$ cat config.mk
export PLATFORM = sky130hd
export DESIGN_NAME = ps2_host_tx
export DESIGN_NICKNAME = d
export VERILOG_FILES = /design/src/rtl/ps2_pkg.sv /design/src/rtl/ps2_line_filter.sv /design/src/rtl/ps2_host_tx.sv
export SDC_FILE = /design/constraint.sdc
export NUM_CORES = 1
export LEC_CHECK = 0
export CAP_MARGIN = 10
export CELL_PAD_IN_SITES_DETAIL_PLACEMENT = 1
export CELL_PAD_IN_SITES_GLOBAL_PLACEMENT = 1
export CORE_MARGIN = 1.5
export CORE_UTILIZATION = 35
export CTS_CLUSTER_SIZE = 10
export DETAILED_ROUTE_END_ITERATION = 10
export HOLD_SLACK_MARGIN = 0.08
export PLACE_DENSITY = 0.73
export SLEW_MARGIN = 20
export SYNTH_ARGS = -nofsm -noshare
export SYNTH_HDL_FRONTEND = slang
export SYNTH_SLANG_ARGS = --single-unit
$ cat constraint.sdc
create_clock -name clock_25 -period 2.3 [get_ports clock_25]
set_input_delay 0.46 -clock clock_25 [delete_from_list [all_inputs] [get_ports clock_25]]
set_output_delay 0.46 -clock clock_25 [all_outputs]
set_load 0.02 [all_outputs]
$ cat src/rtl/ps2_pkg.sv
// Shared PS/2 definitions: host-transmit FSM states, 25 MHz timing defaults
// and the odd-parity helper used by both directions of the port.
package ps2_pkg;

  typedef enum logic [2:0] {
    IDLE,
    INHIBIT,
    WAIT_FIRST,
    SHIFT,
    ACK,
    WAIT_IDLE,
    ERR
  } ps2_tx_state_t;

  localparam int unsigned PS2_INHIBIT_CYCLES = 3000;    // 120 us
  localparam int unsigned PS2_FIRST_TIMEOUT  = 375000;  // 15 ms
  localparam int unsigned PS2_EDGE_TIMEOUT   = 50000;   // 2 ms
  localparam int unsigned PS2_FILTER_LEN     = 8;
  localparam int          PS2_TIMER_W        = 19;

  function automatic logic odd_parity(input logic [7:0] d);
    return ~^d;
  endfunction

endpackage

$ cat src/rtl/ps2_line_filter.sv
// PS/2 line conditioning: 2-flop synchronisers on CLK and DAT, CLK debounce
// needing FILTER_LEN equal samples, and a one-cycle pulse on each filtered CLK fall.
module ps2_line_filter #(
  parameter int unsigned FILTER_LEN = 8
) (
  input  logic clock_25,
  input  logic RESET_N,
  input  logic clk_raw,
  input  logic dat_raw,
  output logic clk_level,
  output logic dat_level,
  output logic fall
);

  localparam int CW = (FILTER_LEN > 1) ? $clog2(FILTER_LEN) : 1;
  localparam logic [CW-1:0] CNT_LAST = CW'(FILTER_LEN - 1);

  logic [1:0]    clk_sync;
  logic [1:0]    dat_sync;
  logic [CW-1:0] cnt;

  assign dat_level = dat_sync[1];

  // Idle bus is high, so synchronisers and filter come out of reset at 1.
  always_ff @(posedge clock_25) begin
    if (!RESET_N) begin
      clk_sync  <= 2'b11;
      dat_sync  <= 2'b11;
      clk_level <= 1'b1;
      cnt       <= '0;
      fall      <= 1'b0;
    end else begin
      clk_sync <= {clk_sync[0], clk_raw};
      dat_sync <= {dat_sync[0], dat_raw};
      fall     <= 1'b0;
      if (clk_sync[1] == clk_level) begin
        cnt <= '0;
      end else if (cnt == CNT_LAST) begin
        cnt       <= '0;
        clk_level <= clk_sync[1];
        fall      <= clk_level;
      end else begin
        cnt <= cnt + CW'(1);
      end
    end
  end

endmodule

$ cat src/rtl/ps2_host_tx.sv
// Host-to-device PS/2 byte transmitter driving open-drain CLK/DAT enables.
// One byte per request; tx_start is ignored while tx_busy, result reported by tx_done/tx_error pulse.
module ps2_host_tx
  import ps2_pkg::*;
#(
  parameter int unsigned INHIBIT_CYCLES = PS2_INHIBIT_CYCLES,
  parameter int unsigned FIRST_TIMEOUT  = PS2_FIRST_TIMEOUT,
  parameter int unsigned EDGE_TIMEOUT   = PS2_EDGE_TIMEOUT,
  parameter int unsigned FILTER_LEN     = PS2_FILTER_LEN
) (
  input  logic       clock_25,
  input  logic       RESET_N,
  input  logic [7:0] tx_data,
  input  logic       tx_start,
  output logic       tx_busy,
  output logic       tx_done,
  output logic       tx_error,
  input  logic       ps2_clk_in,
  input  logic       ps2_dat_in,
  output logic       ps2_clk_oe,
  output logic       ps2_dat_oe
);

  localparam int TW = PS2_TIMER_W;
  localparam logic [TW-1:0] INH_LAST   = TW'(INHIBIT_CYCLES - 1);
  localparam logic [TW-1:0] START_AT   = TW'(INHIBIT_CYCLES - 2);
  localparam logic [TW-1:0] FIRST_LAST = TW'(FIRST_TIMEOUT - 1);
  localparam logic [TW-1:0] EDGE_LAST  = TW'(EDGE_TIMEOUT - 1);

  ps2_tx_state_t state, state_nxt;
  logic [7:0]    data_q, data_nxt;
  logic          parity_q, parity_nxt;
  logic [3:0]    bitcnt_q, bitcnt_nxt;
  logic [TW-1:0] timer_q, timer_nxt;
  logic          timer_clr, go_err;
  logic          busy_nxt, done_nxt, error_nxt, clk_oe_nxt, dat_oe_nxt;
  logic          clk_level, dat_level, fall;

  ps2_line_filter #(
    .FILTER_LEN (FILTER_LEN)
  ) u_filter (
    .clock_25  (clock_25),
    .RESET_N   (RESET_N),
    .clk_raw   (ps2_clk_in),
    .dat_raw   (ps2_dat_in),
    .clk_level (clk_level),
    .dat_level (dat_level),
    .fall      (fall)
  );

  always_ff @(posedge clock_25) begin
    if (!RESET_N) begin
      state      <= IDLE;
      data_q     <= '0;
      parity_q   <= 1'b0;
      bitcnt_q   <= '0;
      timer_q    <= '0;
      tx_busy    <= 1'b0;
      tx_done    <= 1'b0;
      tx_error   <= 1'b0;
      ps2_clk_oe <= 1'b0;
      ps2_dat_oe <= 1'b0;
    end else begin
      state      <= state_nxt;
      data_q     <= data_nxt;
      parity_q   <= parity_nxt;
      bitcnt_q   <= bitcnt_nxt;
      timer_q    <= timer_nxt;
      tx_busy    <= busy_nxt;
      tx_done    <= done_nxt;
      tx_error   <= error_nxt;
      ps2_clk_oe <= clk_oe_nxt;
      ps2_dat_oe <= dat_oe_nxt;
    end
  end

  always_comb begin
    state_nxt  = state;
    data_nxt   = data_q;
    parity_nxt = parity_q;
    bitcnt_nxt = bitcnt_q;
    timer_clr  = 1'b0;
    go_err     = 1'b0;
    busy_nxt   = tx_busy;
    done_nxt   = 1'b0;
    error_nxt  = 1'b0;
    clk_oe_nxt = ps2_clk_oe;
    dat_oe_nxt = ps2_dat_oe;

    unique case (state)
      IDLE: begin
        clk_oe_nxt = 1'b0;
        dat_oe_nxt = 1'b0;
        // The done cycle itself still counts as busy for new requests.
        if (tx_start && !tx_done) begin
          data_nxt   = tx_data;
          parity_nxt = odd_parity(tx_data);
          bitcnt_nxt = '0;
          busy_nxt   = 1'b1;
          clk_oe_nxt = 1'b1;
          timer_clr  = 1'b1;
          state_nxt  = INHIBIT;
        end
      end
      INHIBIT: begin
        if (timer_q == INH_LAST) begin
          clk_oe_nxt = 1'b0;
          timer_clr  = 1'b1;
          state_nxt  = WAIT_FIRST;
        end else if (timer_q == START_AT) begin
          dat_oe_nxt = 1'b1;
        end
      end
      WAIT_FIRST: begin
        if (fall) begin
          dat_oe_nxt = ~data_q[0];
          bitcnt_nxt = 4'd1;
          timer_clr  = 1'b1;
          state_nxt  = SHIFT;
        end else if (timer_q >= FIRST_LAST) begin
          go_err = 1'b1;
        end
      end
      SHIFT: begin
        if (fall) begin
          timer_clr  = 1'b1;
          bitcnt_nxt = bitcnt_q + 4'd1;
          if (bitcnt_q <= 4'd7) begin
            dat_oe_nxt = ~data_q[bitcnt_q[2:0]];
          end else if (bitcnt_q == 4'd8) begin
            dat_oe_nxt = ~parity_q;
          end else begin
            dat_oe_nxt = 1'b0;
            state_nxt  = ACK;
          end
        end else if (timer_q >= EDGE_LAST) begin
          go_err = 1'b1;
        end
      end
      ACK: begin
        if (fall) begin
          if (!dat_level) begin
            timer_clr = 1'b1;
            state_nxt = WAIT_IDLE;
          end else begin
            go_err = 1'b1;
          end
        end else if (timer_q >= EDGE_LAST) begin
          go_err = 1'b1;
        end
      end
      WAIT_IDLE: begin
        if (clk_level && dat_level) begin
          done_nxt  = 1'b1;
          busy_nxt  = 1'b0;
          state_nxt = IDLE;
        end else if (timer_q >= EDGE_LAST) begin
          go_err = 1'b1;
        end
      end
      ERR: begin
        clk_oe_nxt = 1'b0;
        dat_oe_nxt = 1'b0;
        state_nxt  = IDLE;
      end
      default: state_nxt = IDLE;
    endcase

    // Error is registered on entry so the pulse, line release and busy drop share the ERR cycle.
    if (go_err) begin
      state_nxt  = ERR;
      error_nxt  = 1'b1;
      busy_nxt   = 1'b0;
      clk_oe_nxt = 1'b0;
      dat_oe_nxt = 1'b0;
    end

    if (timer_clr) begin
      timer_nxt = '0;
    end else if (timer_q == {TW{1'b1}}) begin
      timer_nxt = timer_q;
    end else begin
      timer_nxt = timer_q + TW'(1);
    end
  end

endmodule

==> impl_metrics.ini, run 1 <==
[drt]
detail_route.vias_per_cell = 5.377
drc = 0
first_pass_iters = 4
postRouteAntennaNets = 0
wl_per_cell_um = 15.50
routed_wl_um = 7070
drt_iter0_markers = 73
via_count = 2452

[critical_path]
cp.required_ns = 2.51
crit_path_cell_trace = or4_4 > or3_1 > a311oi_1 > o21ai_1 > o31a_1
rr_worst_depth = 5
r2r-start = timer_q[10]$_SDFFE_PP0P_
cp-end-kind = register
r2r_slack_ns = 0.19
crit_path_max_incr_delay_ns = 0.55
critical_path_class = register to register
cp_max_fo = 7
r2r_end = state[2]$_SDFFE_PN0P_
worst_ep_arrival_time_ns = 2.31
slowest_stage = or4_4
startpoint_type = register

[logic_synthesis]
ys_seq_area_share_pct = 35.59
synth_common_cells = dfxtp_1 (49), nand2_1 (31), nor2_1 (28)
netlist_area_mm2 = 0.002756
synth_ff_type = dfxtp_1
syn_nets = 348
synth_area_leader_cell = dfxtp_1
yosys_warnings = 0
synth.area.top_cells = dfxtp_1 (36%), nand2_1 (4.2%), nor2_1 (3.8%)
yosysTopAreaCellShare_pct = 35.59
synth_edf_count = 0
ys_seq_elements = 49
yosys.cell_count.top_type = dfxtp_1
synthCells = 327
synth.avg_cell_area_um2 = 8.429
post_synth_num_cell_types = 59
ys_async_sr_fraction_pct = 0

[grt]
grt_max_degree = 20
grt.overflow.total = 0
grt_pass1_wl_um = 12470
grt_pass1_vias = 2525
grt_usage_pct = 18.31
antenna_found_initial = 0

[power]
clkPwrFrac_pct = 33.0
power_density_mw_per_mm2 = 493.1
peakVddDrop_uv = 211.6
seq_power_share_pct = 56.0
internal_power_mw = 1.175
p_sw_share_pct = 25.89
p_switching_uw = 410.7
power.leakage_nw = 1.120
pwr-share-comb_pct = 11.0

[sta]
final-hold-violation-count = 0
skew_ns = 0.01198
relSlewSlack_pct = 63.62
worstMarginPinSlew_ns = 0.5410
setup_viol = 0
timing.fmax_mhz = 474.8
fin_crit_ns = 2.106
fin_crit_sh_pct = 91.57
rsz0062_at_grt = no
holdWs_ns = 0.4195
slew_viol_final = 0
setup_tns_ns = 0

[floorplanning]
fp.dieW_um = 91.75
io_pins = 18
start_util_pct = 35.86
die_y_um = 91.75
core_area_mm2 = 0.007687
rows = 32
design.die.area_mm2 = 0.008417

[finish]
fin_cells = 456
area_growth_pct = 16.70
drive_gt1_share_pct = 10.45
fillers = 944
diodes = 0
final_nets = 374
fin_area_mm2 = 0.003217
fin_util_pct = 41.85

[place]
gp_congestion = 0.8018
place_area_mm2 = 0.003126
dp_hpwl_um = 5370
place_inst = 448
numPortBuffers = 17

[clock_network]
ctsResizeCount = 0
clk_latency_ns = 0.31
htreeDepth = 2
cts_made_buffers = 5
ctsHoldBuffers = 0
clockBufferDepth = 2
post_cts_buffers = 0
clk_pin_slew_ns = 0.09
clockRootBuffer = clkbuf_8
tritoncts = yes
clkSinkCount = 49

[outcome]
status = finished, final reports clean

[min_path]
holdCritPathClass = register to register
whs_path_depth = 1
worstHoldStart = u_filter.dat_sync[0]$_SDFF_PN1_
min_delay_worst_endpoint = u_filter.dat_sync[1]$_SDFF_PN1_

[job]
max_cap_viol_count = 0
[cells in the final DEF, fill, tap and decap left out, types with 12 or more instances in the layout]
cell / synthesis / routed
buf_4: 0 / 18
clkdlybuf4s50_1: 0 / 17
xnor2_1: 12 / 12
nor3_1: 12 / 12
nand2_1: 31 / 31
a21boi_0: 13 / 13
dfxtp_1: 49 / 49
o21ai_0: 19 / 18
nor2_1: 28 / 28
[through the flow]
stage               power (mW)  setup slack, ns
floorplan                1.006           0.2191
global placement         1.079           0.2065
detailed placement       1.085           0.1420
CTS                      1.608           0.1280
global route             1.660          0.03395
finish                   1.586           0.1938
[per-layer routing]
metal  global-route usage, %  share of wire [%]
met1                   24.75                 49
met2                   30.53                 48
met3                   2.736                2.0
met4                   4.615                1.0
met5                       0                  0
[cells by family after synthesis]
group | count (synthesis) | share of synthesized area (%)
and+or+nand+nor | 146 | 28.92
AOI/OAI and AO/OA | 74 | 18.75
DFF | 49 | 35.59
buffers and inverters | 25 | 4.130
xor gates and xnor gates | 22 | 6.990
adders and majority gates | 8 | 3.632
muxes | 3 | 1.997
[power by group through the flow]
stage	registers, mW	logic [mW]	clock network, mW
finish	0.888	0.175	0.523
global route	0.891	0.196	0.572
CTS	0.888	0.178	0.542
detailed placement	0.908	0.177	0
global placement	0.907	0.172	0
floorplan	0.907	0.0994	0
[critical path, delay by kind of cell (launching register included)]
kind	cells	cell delay, ns
flops	1	0.36
simple gates	2	0.87
compound gates	3	0.77
[state kept, by name, summed over array words and instances, names as in the netlist]
register	flops
state	3
ps2_clk_oe	1
tx_done	1
u_filter.clk_level	1
tx_busy	1
data_q	8
parity_q	1
u_filter.fall	1
u_filter.clk_sync	2
timer_q	19
u_filter.dat_sync	2
ps2_dat_oe	1
bitcnt_q	4
tx_error	1
u_filter.cnt	3
[final cells by class]
class | count | area (µm²) | share of cell area (%)
Inverter | 8 | 30.03 | 0.9335
Multi-Input combinational cell | 253 | 1662 | 51.65
Clock buffer | 5 | 68.82 | 2.139
Tap cell | 102 | 127.6 | 3.967
Clock inverter | 3 | 22.52 | 0.7001
Sequential cell | 49 | 980.9 | 30.49
Timing Repair Buffer | 36 | 325.3 | 10.11
[worst max path at each step]
stage	from	endpoint	slack (ns)
2_1_floorplan	timer_q[0]$_SDFFE_PP0P_	timer_q[0]$_SDFFE_PP0P_	0.22
3_3_place_gp	tx_start	timer_q[14]$_SDFFE_PP0P_	0.21
3_5_place_dp	tx_start	timer_q[1]$_SDFFE_PP0P_	0.14
4_1_cts	timer_q[0]$_SDFFE_PP0P_	timer_q[9]$_SDFFE_PP0P_	0.13
5_1_grt	timer_q[1]$_SDFFE_PP0P_	timer_q[7]$_SDFFE_PP0P_	0.03
6_report	timer_q[10]$_SDFFE_PP0P_	state[2]$_SDFFE_PN0P_	0.19
Power figures use the tool's default switching activity.
==> run 2, diff against run 1 <==
--- a/config.mk
+++ b/config.mk
@@ -14,7 +14,9 @@
 export DETAILED_ROUTE_END_ITERATION = 10
 export HOLD_SLACK_MARGIN = 0.08
 export PLACE_DENSITY = 0.73
+export SKIP_LAST_GASP = 1
 export SLEW_MARGIN = 20
 export SYNTH_ARGS = -nofsm -noshare
 export SYNTH_HDL_FRONTEND = slang
+export SYNTH_HIERARCHICAL = 1
 export SYNTH_SLANG_ARGS = --single-unit
==> run 2 against run 1 <==
Utilization fell by 0.20 points. Non-clock buffer count rose by 3. Final area barely moved. First-iteration DRC count fell by 12%. Power rose by 1.0%. Via count rose by 2.3%. Critical endpoint is now timer_q[1]$_SDFFE_PP0P_. Largest power group unchanged. Flip-flop and latch count did not move. Critical path depth rose by 1. Hold slack improved by 0.0048 ns. Worst setup slack improved by 0.0083 ns.
==> impl_metrics.ini, run 2 <==
[place]
place_ws_ns = 0.06465
place_inst = 457
numPortBuffers = 17
gp_congestion = 0.8208
place_area_mm2 = 0.003123
dp_hpwl_um = 5491

[finish]
area_growth_pct = 15.65
top_register = timer_q
fillers = 934
final-seq-area_um2 = 980.9
most-common-layout-cells = dfxtp_1 (49), nand2_1 (36), nor2_1 (30), a21oi_1 (25), buf_4 (22)
drive_gt1_share_pct = 12.67
largest_register_ffs = 19
final_common_cell = dfxtp_1
diodes = 0
fin_area_mm2 = 0.003218
multi_input_area_mm2 = 0.001630
fin_cells = 465
final_nets = 383
fin_util_pct = 41.65
top_regs = timer_q (19), data_q (8), bitcnt_q (4)

[critical_path]
endpoint = timer_q[1]$_SDFFE_PP0P_
r2r-start = timer_q[3]$_SDFFE_PP0P_
slowest_stage = or4b_1
cp_max_fo = 19
worst_ep_arrival_time_ns = 2.29
crit_path_max_incr_delay_ns = 0.54
worst_path_dominant_cell_family = simple AND/OR/NAND/NOR gates
cp-end-kind = register
crit_path_cell_trace = or4b_1 > nor3_1 > nand4_1 > o41ai_4 > buf_4 > a211oi_1
cp.required_ns = 2.49
critical_path_class = register to register
startpoint = timer_q[3]$_SDFFE_PP0P_
startpoint_type = register
worst-path-stages = 6
r2r_slack_ns = 0.20
critical_path_buf_inv_count = 1
r2r_end = timer_q[1]$_SDFFE_PP0P_
rr_worst_depth = 6

[logic_synthesis]
ys_seq_area_share_pct = 35.25
synth.avg_cell_area_um2 = 8.356
ys_seq_elements = 49
synth_area_leader_cell = dfxtp_1
yosys.cell_count.top_type = dfxtp_1
synthCells = 333
yosys_warnings = 6
post_synth_num_cell_types = 58
netlist_area_mm2 = 0.002783
yosysTopAreaCellShare_pct = 35.25
synth_ff_type = dfxtp_1
synth_edf_count = 0
ys_async_sr_fraction_pct = 0
synth_common_cells = dfxtp_1 (49), nand2_1 (36), nor2_1 (30)
synth.area.top_cells = dfxtp_1 (35%), xnor2_1 (6.3%), nand2_1 (4.9%)
syn_nets = 354

[drt]
routed_wl_um = 7334
drc = 0
via_count = 2508
detail_route.vias_per_cell = 5.394
wl_per_cell_um = 15.77
wl_met2_um = 3577
top_layer = met4
wl_met1_um = 3407
first_pass_iters = 4
wl_met3_um = 190
drt_iter0_markers = 64
postRouteAntennaNets = 0

[power]
power.leakage_nw = 1.114
peakVddDrop_uv = 241.7
power_density_mw_per_mm2 = 497.9
fin_total_pwr_mw = 1.602

[clock_network]
clk_latency_ns = 0.32
clockBufferDepth = 2
post_cts_buffers = 0
clk_pin_slew_ns = 0.09
htreeDepth = 2
clkSinkCount = 49
tritoncts = yes
cts_made_buffers = 5
clockRootBuffer = clkbuf_8

[min_path]
holdCritPathClass = register to register

[floorplanning]
fp.dieW_um = 92.17
core_area_mm2 = 0.007727
die_y_um = 92.17
rows = 32
io_pins = 18
design.die.area_mm2 = 0.008494
start_util_pct = 36.01

[sta]
setup_tns_ns = 0
skew_ns = 0.01338
worstMarginPinSlew_ns = 0.7233
setup_viol = 0
timing.fmax_mhz = 476.7
rsz0062_at_grt = no
slew_viol_final = 0
fin_crit_sh_pct = 91.21
fin_crit_ns = 2.098
holdWs_ns = 0.4243
final-hold-violation-count = 0
layout_setup_ws_ns = 0.2021
relSlewSlack_pct = 51.34

[grt]
grt_max_degree = 20
grt.overflow.total = 0
grt_pass1_vias = 2631
grt_usage_pct = 18.72
grt_pass1_wl_um = 12630
antenna_found_initial = 0

[job]
max_cap_viol_count = 0

[outcome]
status = finished, final reports clean
## run 2: cell types whose count changed after synthesis, sizes merged, moves of 4 or more
cell    previous run  this run
nand3             10        14
xor2              10         2
inv                8        13
a21oi              7        26
xnor2             12        20
a21boi            13         2
nor4               3         8
nand2             31        36
and2              10         4
o21ai             20         9
and3              10         2
## run 2: final cells by class
cell class                 instances  share of cell area (%)
clock inverter                     3                  0.6998
multi-input combinational        253                   50.66
inverter                          14                   1.633
sequential                        49                   30.48
timing repair buffer              39                   10.42
clock buffer                       5                   2.138
tap                              102                   3.966
## run 2: per-layer routing
layer | vias up | track usage [%]
met3 | 14 | 2.819
met5 | - | 0
li1 | 1249 | -
met4 | 0 | 7.179
met1 | 1217 | 23.96
met2 | 28 | 31.54
## run 2: cells by family (layout without fill, tap and decap cells)
| group | count (synthesis) | count (layout) | share of synthesized area (%) |
|---|---|---|---|
| adders and majority gates | 8 | 8 | 3.597 |
| xor gates and xnor gates | 22 | 22 | 6.925 |
| buffers and inverters | 31 | 61 | 6.295 |
| AOI/OAI and AO/OA | 72 | 72 | 17.63 |
| DFF | 49 | 49 | 35.25 |
| and+or+nand+nor | 146 | 146 | 27.56 |
| muxes | 5 | 5 | 2.743 |
## run 2: repair_timing
action / 4_1_cts / 5_1_grt
hold buffers: 0 / 0
endpoints found under the setup margin: 0 / 1
endpoints found under the hold margin: 0 / 0
gates resized for setup: 0 / 1
## run 2: how the worst min path moves through the flow
stage / startpoint / endpoint / slack (ns) / cells past startpoint
finish: u_filter/clk_sync[0]$_SDFF_PN1_ / u_filter/clk_sync[1]$_SDFF_PN1_ / 0.42 / 1
global route: u_filter/dat_sync[0]$_SDFF_PN1_ / u_filter/dat_sync[1]$_SDFF_PN1_ / 0.46 / 1
CTS: u_filter/dat_sync[0]$_SDFF_PN1_ / u_filter/dat_sync[1]$_SDFF_PN1_ / 0.43 / 1
detailed placement: u_filter/dat_sync[0]$_SDFF_PN1_ / u_filter/dat_sync[1]$_SDFF_PN1_ / 0.41 / 1
global placement: u_filter/dat_sync[0]$_SDFF_PN1_ / u_filter/dat_sync[1]$_SDFF_PN1_ / 0.39 / 1
floorplan: u_filter/clk_sync[0]$_SDFF_PN1_ / u_filter/clk_sync[1]$_SDFF_PN1_ / 0.39 / 1
## run 2: worst register-to-register path, cell delays in order, from the launching register on
cell,delay [ns]
dfxtp_1,0.39
or4b_1,0.54
nor3_1,0.20
nand4_1,0.23
o41ai_4,0.25
buf_4,0.29
a211oi_1,0.09
## run 2: report_power, final
part	switching [mW]	internal (mW)
Combinational	0.0925	0.0897
Sequential	0.0225	0.871
Clock	0.310	0.216
Total	0.425	1.18
==> run 3, diff against run 2 <==
--- a/config.mk
+++ b/config.mk
@@ -9,11 +9,11 @@
 export CELL_PAD_IN_SITES_DETAIL_PLACEMENT = 1
 export CELL_PAD_IN_SITES_GLOBAL_PLACEMENT = 1
 export CORE_MARGIN = 1.5
-export CORE_UTILIZATION = 35
+export CORE_UTILIZATION = 25
 export CTS_CLUSTER_SIZE = 10
 export DETAILED_ROUTE_END_ITERATION = 10
 export HOLD_SLACK_MARGIN = 0.08
-export PLACE_DENSITY = 0.73
+export PLACE_DENSITY = 0.57
 export SKIP_LAST_GASP = 1
 export SLEW_MARGIN = 20
 export SYNTH_ARGS = -nofsm -noshare
==> run 3 against run 2 <==
Hold slack got worse by 0.0042 ns. Non-clock buffer count increased by 7. Clock power increased by 2%. Wire length increased by 5.6%. Global-route usage decreased by 4.3 points. Power increased by 1.4%. Clock-buffer cell count increased by 2. Cell count increased by 9.5%. Flip-flop and latch count unchanged. Combinational power increased by 8%. Critical endpoint is now state[0]$_SDFFE_PP0P_. Largest power group unchanged. Highest routed layer unchanged.
==> impl_metrics.ini, run 3 (synthesis results as in run 2) <==
[clock_network]
clkSinkCount = 49
clockRootBuffer = clkbuf_8
post_cts_buffers = 0
clk_pin_slew_ns = 0.08
clockBufferDepth = 2
htreeDepth = 2
ctsHoldBuffers = 0
cts_made_buffers = 5
clk_latency_ns = 0.32
tritoncts = yes

[drt]
routed_wl_um = 7743
wl_per_cell_um = 15.21
detail_route.vias_per_cell = 4.998
drc = 0
drt_iter0_markers = 120
first_pass_iters = 4
via_count = 2544
postRouteAntennaNets = 0

[floorplanning]
rows = 38
die_y_um = 108.5
core_area_mm2 = 0.01084
design.die.area_mm2 = 0.01177
fp.dieW_um = 108.5
io_pins = 18
start_util_pct = 25.67

[grt]
antenna_found_initial = 0
grt_usage_pct = 14.40
grt.overflow.total = 0
grt_pass1_vias = 2628
grt_pass1_wl_um = 12980
grt_max_degree = 20

[place]
numPortBuffers = 17
dp_hpwl_um = 5878
gp_congestion = 0.8006

[power]
power_density_mw_per_mm2 = 487.0
fin_total_pwr_mw = 1.624
power.leakage_nw = 1.149
peakVddDrop_uv = 186.2

[finish]
diodes = 0
drive_gt1_share_pct = 14.09
final_nets = 390
most-common-layout-cells = dfxtp_1 (49), nand2_1 (36), nor2_1 (30), buf_4 (28), a21oi_1 (26)
largest_register_ffs = 19
top_register = timer_q
fillers = 1330
final_common_cell = dfxtp_1
fin_util_pct = 30.77
area_growth_pct = 19.87
top_regs = timer_q (19), data_q (8), bitcnt_q (4)

[critical_path]
cp.required_ns = 2.49
r2r-start = timer_q[4]$_SDFFE_PP0P_
startpoint_type = register
cp_max_fo = 7
critical_path_class = register to register
startpoint = timer_q[4]$_SDFFE_PP0P_
cp-end-kind = register
worst_ep_arrival_time_ns = 2.34

[sta]
worstMarginPinSlew_ns = 0.7572
setup_viol = 0
final-hold-violation-count = 0
fin_crit_ns = 2.152
skew_ns = 0.004234
rsz0062_at_grt = no
setup_tns_ns = 0
fin_crit_sh_pct = 93.55
holdWs_ns = 0.4201
timing.fmax_mhz = 464.8
slew_viol_final = 0
relSlewSlack_pct = 48.85

[outcome]
status = finished, final reports clean

[job]
max_cap_viol_count = 0

[min_path]
worstHoldStart = u_filter/dat_sync[0]$_SDFF_PN1_
holdCritPathClass = register to register
-- run 3: cell count changes in the layout (fill, tap and decap cells not counted), sizes merged --
| cell | before | now |
|---|---|---|
| clkbuf | 5 | 7 |
| clkinv | 4 | 1 |
| buf | 22 | 29 |
-- run 3: layout make-up --
| cell class | instances | area (µm²) | share of cell area [%] |
|---|---|---|---|
| timing repair buffer | 46 | 400.4 | 12.00 |
| sequential | 49 | 980.9 | 29.41 |
| inverter | 14 | 52.55 | 1.575 |
| multi-input combinational | 253 | 1640 | 49.17 |
| tap | 140 | 175.2 | 5.251 |
| clock buffer | 7 | 86.33 | 2.588 |
-- run 3: report_power, final --
part	leakage, nW	internal, mW	total [mW]	switching (mW)
registers	0.398	0.871	0.888	0.0173
logic	0.706	0.0956	0.197	0.102
clock network	0.0443	0.239	0.538	0.299
total	1.15	1.21	1.62	0.418
-- run 3: worst max-delay path, cell delays in order (launching register included) --
cell and delay, ns:
dfxtp_1 0.37, or3_2 0.50, o21ai_0 0.16, o31a_1 0.16, a41oi_1 0.34, a2111oi_1 0.49
-- run 3: through the flow --
stage          area, µm²  std cells  setup slack (ns)
2_1_floorplan       2783        333            0.1610
3_3_place_gp        3242        502           0.09985
3_5_place_dp        3242        502           0.01102
4_1_cts             3328        509           0.09320
5_1_grt             3336        509           0.03960
6_report            3336        509            0.1483
-- run 3: layer usage --
metal	vias up	track usage, %	share of wire [%]
met1	1256	18.09	50
met3	6	3.617	2.3
met4	0	3.947	1.1
met2	17	24.35	47
li1	1265	-	-
met5	-	0	0
-- run 3: what timing repair did --
action,4_1_cts,5_1_grt
hold endpoints to repair,0,0
gates resized for setup,0,2
endpoints found under the setup margin,0,4
-- run 3: worst paths after layout --
| path | endpoint | slack (ns) | depth (start not counted) |
|---|---|---|---|
| max | state[0]$_SDFFE_PP0P_ | 0.15 | 5 |
| min | u_filter/dat_sync[1]$_SDFF_PN1_ | 0.42 | 1 |
| max reg2reg | state[0]$_SDFFE_PP0P_ | 0.15 | 5 |
| min reg2reg | u_filter/dat_sync[1]$_SDFF_PN1_ | 0.42 | 1 |
